$ cat src/rtl/muldiv_unit.sv
// Iterative 32-bit multiply/divide unit with HI/LO result registers.
// One shift-add or restoring shift-subtract step per clock, plus a final fix-up cycle.
module muldiv_unit (
    input  logic        clk,
    input  logic        reset,
    input  logic [31:0] A,
    input  logic [31:0] B,
    input  logic [1:0]  Op,
    input  logic        Start,
    input  logic        HiWrite,
    input  logic        LoWrite,
    output logic        Busy,
    output logic        Done,
    output logic        DivZero,
    output logic [31:0] Hi,
    output logic [31:0] Lo
);

    typedef enum logic [1:0] {S_IDLE, S_RUN, S_FIX} state_t;

    state_t r_state, w_state_nxt;

    logic        r_is_div, r_neg_q, r_neg_r;
    logic [31:0] r_acc, r_shf, r_opd;
    logic [4:0]  r_cnt;

    logic signed [31:0] w_a_s, w_b_s;
    logic        w_signed, w_a_neg, w_b_neg, w_divz;
    logic [31:0] w_abs_a, w_abs_b;
    logic        w_accept, w_step, w_fix, w_zero_div;
    logic [32:0] w_madd, w_rsh, w_rdif;
    logic        w_qbit;
    logic [63:0] w_prod;

    function automatic logic [31:0] cneg32(input logic neg, input logic [31:0] v);
        return neg ? (~v + 32'd1) : v;
    endfunction

    function automatic logic [63:0] cneg64(input logic neg, input logic [63:0] v);
        return neg ? (~v + 64'd1) : v;
    endfunction

    // Operand conditioning for the edge that accepts Start
    assign w_a_s      = A;
    assign w_b_s      = B;
    assign w_signed   = ~Op[0];
    assign w_a_neg    = w_signed & (w_a_s < 0);
    assign w_b_neg    = w_signed & (w_b_s < 0);
    assign w_abs_a    = cneg32(w_a_neg, A);
    assign w_abs_b    = cneg32(w_b_neg, B);
    assign w_zero_div = Op[1] & (B == 32'd0);

    // Step datapath: r_shf holds multiplier bits (mul) or dividend/quotient bits (div)
    assign w_madd = {1'b0, r_acc} + (r_shf[0] ? {1'b0, r_opd} : 33'd0);
    assign w_rsh  = {r_acc, r_shf[31]};
    assign w_rdif = w_rsh - {1'b0, r_opd};
    assign w_qbit = ~w_rdif[32];
    assign w_prod = cneg64(r_neg_q, {r_acc, r_shf});

    assign Busy = (r_state != S_IDLE);

    always_ff @(posedge clk or negedge reset) begin
        if (!reset) r_state <= S_IDLE;
        else        r_state <= w_state_nxt;
    end

    always_comb begin
        w_state_nxt = r_state;
        w_accept    = 1'b0;
        w_step      = 1'b0;
        w_fix       = 1'b0;
        w_divz      = 1'b0;
        case (r_state)
            S_IDLE: begin
                if (Start) begin
                    if (w_zero_div) begin
                        w_divz = 1'b1;
                    end else begin
                        w_accept    = 1'b1;
                        w_state_nxt = S_RUN;
                    end
                end
            end
            S_RUN: begin
                w_step = 1'b1;
                if (r_cnt == 5'd31) w_state_nxt = S_FIX;
            end
            S_FIX: begin
                w_fix       = 1'b1;
                w_state_nxt = S_IDLE;
            end
            default: w_state_nxt = S_IDLE;
        endcase
    end

    always_ff @(posedge clk or negedge reset) begin
        if (!reset) begin
            r_is_div <= 1'b0;
            r_neg_q  <= 1'b0;
            r_neg_r  <= 1'b0;
            r_acc    <= 32'd0;
            r_shf    <= 32'd0;
            r_opd    <= 32'd0;
            r_cnt    <= 5'd0;
            Done     <= 1'b0;
            DivZero  <= 1'b0;
            Hi       <= 32'd0;
            Lo       <= 32'd0;
        end else begin
            Done    <= 1'b0;
            DivZero <= 1'b0;
            if (w_divz) begin
                Hi      <= A;
                Lo      <= 32'hFFFF_FFFF;
                Done    <= 1'b1;
                DivZero <= 1'b1;
            end else if (w_accept) begin
                r_is_div <= Op[1];
                r_neg_q  <= w_a_neg ^ w_b_neg;
                r_neg_r  <= w_a_neg;
                r_shf    <= w_abs_a;
                r_opd    <= w_abs_b;
                r_acc    <= 32'd0;
                r_cnt    <= 5'd0;
            end else if (w_step) begin
                if (r_is_div) begin
                    r_acc <= w_qbit ? w_rdif[31:0] : w_rsh[31:0];
                    r_shf <= {r_shf[30:0], w_qbit};
                end else begin
                    r_acc <= w_madd[32:1];
                    r_shf <= {w_madd[0], r_shf[31:1]};
                end
                r_cnt <= r_cnt + 5'd1;
            end else if (w_fix) begin
                if (r_is_div) begin
                    Lo <= cneg32(r_neg_q, r_shf);
                    Hi <= cneg32(r_neg_r, r_acc);
                end else begin
                    Hi <= w_prod[63:32];
                    Lo <= w_prod[31:0];
                end
                Done <= 1'b1;
            end else if (r_state == S_IDLE) begin
                if (HiWrite) Hi <= A;
                if (LoWrite) Lo <= A;
            end
        end
    end

endmodule

$ cat config.mk
export PLATFORM = sky130hd
export DESIGN_NAME = muldiv_unit
export DESIGN_NICKNAME = d
export VERILOG_FILES = /design/src/rtl/muldiv_unit.sv
export SDC_FILE = /design/constraint.sdc
export NUM_CORES = 1
export LEC_CHECK = 0
export BUFFER_PORTS_ARGS = -buffer_cell sky130_fd_sc_hd__buf_2
export CAP_MARGIN = 5
export CORE_MARGIN = 2
export CORE_UTILIZATION = 66
export CTS_CLUSTER_SIZE = 24
export DETAILED_ROUTE_END_ITERATION = 6
export HOLD_SLACK_MARGIN = 0.05
export PLACE_DENSITY = 0.9
export SKIP_LAST_GASP = 1
export SYNTH_ARGS = -nofsm -noshare
export SYNTH_HDL_FRONTEND = slang
export SYNTH_SLANG_ARGS = --single-unit
$ cat constraint.sdc
create_clock -name clk -period 7.7 [get_ports clk]
set_input_delay 0 -clock clk [delete_from_list [all_inputs] [get_ports clk]]
set_output_delay 0 -clock clk [all_outputs]
set_load 0.01 [all_outputs]
==> qor.yml <==
timing:
  fmax_mhz: 219.4
  worst_pin_slew_ns: 1.247
  finalSetupViolCount: 0
  rsz0062_at_grt: "no"
  fin_worst_skew_ns: 0.01370
  slew_violations: 0
  period_share_pct: 59.20
  setup_tns_ns: 0
  maxSlewHeadroom_pct: 16.71
  post-route-min-period_ns: 4.558
  final_hold_viol_count: 0
grt:
  overflow: 0
  gr-usage-all-layers_pct: 39.86
  grt_pass1_wl_um: 70930
  grt_max_degree: 101
  antenna_found_initial: 0
  grt_pass1_vias: 13860
status:
  status: "finished, violations left"
  violations: "design-rule violations"
logic_synthesis:
  synthFlopType: "dfrtp_1"
  synth-edff-count: 0
  synthDistinctLibCells: 75
  synth-adder-area-share_pct: 6.496
  synth_xor_area_share_pct: 11.07
  syn_nets: 1882
  yosys_warnings: 0
  synth-simple-area-share_pct: 17.94
  ys_ff_latch: 172
  ys_seq_area_share_pct: 30.53
  synth-compound-area-share_pct: 24.65
  synthCells: 1739
  async_reset_ff_share_pct: 100.0
  synth.area.mux_share_pct: 4.695
  synth_area_um2: 14100
  syn_avg_cell_area_um2: 8.107
  synth_top_family_by_area: "compound AO/OA/AOI/OAI gates"
final_layout:
  drive_above_1_share_pct: 11.20
  layout_common_cells: "191 x nand2_1, 171 x dfrtp_1, 166 x o21ai_0"
  fill_cells: 1452
  num-nets-final: 2024
  final_common_cell: "nand2_1"
  antennaDiodeCount: 0
  final_cell_area_um2: 16160
  area_growth_pct: 14.63
power_and_ir_drop:
  leakage_nw: 7.341
  p_per_area_nw_per_um2: 497.7
  max-vdd-ir-drop_mv: 0.3075
detailed_routing:
  postRouteAntennaNets: 0
  drt-initial-drc-count: 1404
  dr.pass1.iters: 7
  vias: 14460
  drc_errors: 1
  wl_per_cell_um: 20.77
  vias_per_cell: 6.669
  routed_wirelength_um: 45020
floorplanning:
  die-area_um2: 22550
  initial_core_util_pct: 67.07
  dieHeight_um: 150.2
  dieWidth_um: 150.2
  num_rows: 53
  core_area_um2: 21020
  pin_count: 138
clocking:
  cts.sinks: 172
  cts_root_buf: "clkbuf_16"
  clkSlewWorstSetupHoldPaths_ns: 0.07
  cts_tree: "built"
  cts-buffers-inserted: 17
  cts_max_level: 4
  cts_max_path_buffers: 2
  clk_latency_ns: 0.45
setup_path:
  crit_required_ns: 8.03
  start_kind: "flop"
  arrival_ns: 4.89
  cp_max_fo: 31
  cp-end-kind: "flop"
  crit_type: "reg2reg"
placement:
  finalWeightedCongestion: 0.9645
  io_buffers: 137
  placed_area_um2: 14840
  dp_hpwl_um: 30320
min_path:
  hp-class: "in2reg"
job:
  cap_violations: 0
[area by class of cell]
cell class | count | area, µm² | area share, %
clock buffer | 17 | 425.4 | 2.632
clock inverter | 14 | 185.2 | 1.146
inverter | 64 | 240.2 | 1.487
multi-input combinational | 1407 | 9175 | 56.77
sequential | 172 | 4305 | 26.64
tap | 275 | 344.1 | 2.129
timing repair buffer | 219 | 1485 | 9.190
[power by group]
group          total [mW]  internal (mW)  switching, mW
clock               0.929          0.518          0.410
sequential           1.94           1.36          0.580
combinational        5.17           2.16           3.01
[worst max-delay path, stage by stage (launching register included)]
cell and delay [ns]:
dfrtp_1 0.50, inv_1 0.78, nor2_1 0.14, ha_1 0.37, a211o_1 0.28, a211o_1 0.27, a211oi_1 0.36, o21ai_0 0.26
o311ai_0 0.53, a31oi_1 0.27, a31oi_1 0.26, xor2_1 0.09, a221oi_1 0.29
[synthesized netlist by cell type, drive strengths merged (48+ instances only)]
| library cell | count | area share (%) |
|---|---|---|
| xor2 | 83 | 5.2 |
| nor2 | 168 | 4.5 |
| a21oi | 113 | 4.0 |
| xnor2 | 93 | 5.9 |
| o21ai | 169 | 6.0 |
| clkbuf | 72 | 1.9 |
| a21o | 48 | 2.6 |
| mux2i | 65 | 4.6 |
| ha | 70 | 6.2 |
| o31ai | 48 | 2.7 |
| inv | 64 | 1.7 |
| dfrtp | 172 | 31 |
| nand2 | 193 | 5.2 |
[through the flow]
step	utilization, %	instances	worst slack, ns	hold WS, ns	total power [mW]
3_5_place_dp	70.59	2066	3.292	0.1646	6.842
4_1_cts	76.88	2168	3.275	0.05121	7.851
2_1_floorplan	-	1739	4.280	-0.2956	5.613
6_report	76.88	2168	3.142	0.07548	8.043
5_1_grt	76.88	2168	3.020	0.08104	8.603
3_3_place_gp	70.59	2066	3.483	0.1565	6.651
[logic make-up (layout without fill, tap and decap cells)]
| group | Yosys count | in the layout |
|---|---|---|
| muxes | 66 | 66 |
| and+or+nand+nor | 547 | 547 |
| adders and majority gates | 72 | 72 |
| DFF | 172 | 172 |
| xor gates and xnor gates | 176 | 176 |
| buffers and inverters | 160 | 314 |
| AOI/OAI and AO/OA | 546 | 546 |
[repair_timing]
action                    CTS  global route
hold buffers               71             0
gates resized for setup     0             0
hold endpoints to repair  196             0
buffers inserted            0             0
[worst paths after layout]
kind / from / to / slack (ns) / cells past startpoint
worst max-delay path: r_shf[0] / r_acc[29] / 3.14 / 12
worst min-delay path: B[1] / r_opd[1] / 0.08 / 5
worst max register to register: r_shf[0] / r_acc[29] / 3.14 / 12
worst min register to register: Lo[2] / Lo[2] / 0.47 / 1
max in group asynchronous: reset / Lo[28] / 5.99 / 3
min in group asynchronous: reset / r_shf[4] / 0.22 / 2
[per-layer routing]
layer  global-route usage (%)  routed length, µm  up-vias
li1                         -                  -     6527
met1                    49.84              16950     6740
met2                    64.59              20820      977
met3                    7.939               4669      215
met4                    22.55               2575        0
met5                        0                  0        -
[sequential cells by signal (all words and copies together) (netlist names)]
register  count
Hi           32
Lo           32
r_acc        32
r_opd        32
r_shf        32
r_cnt         5
r_state       2
DivZero       1
Done          1
r_is_div      1
r_neg_q       1
r_neg_r       1
No activity file was read; power rests on OpenSTA's default activity.
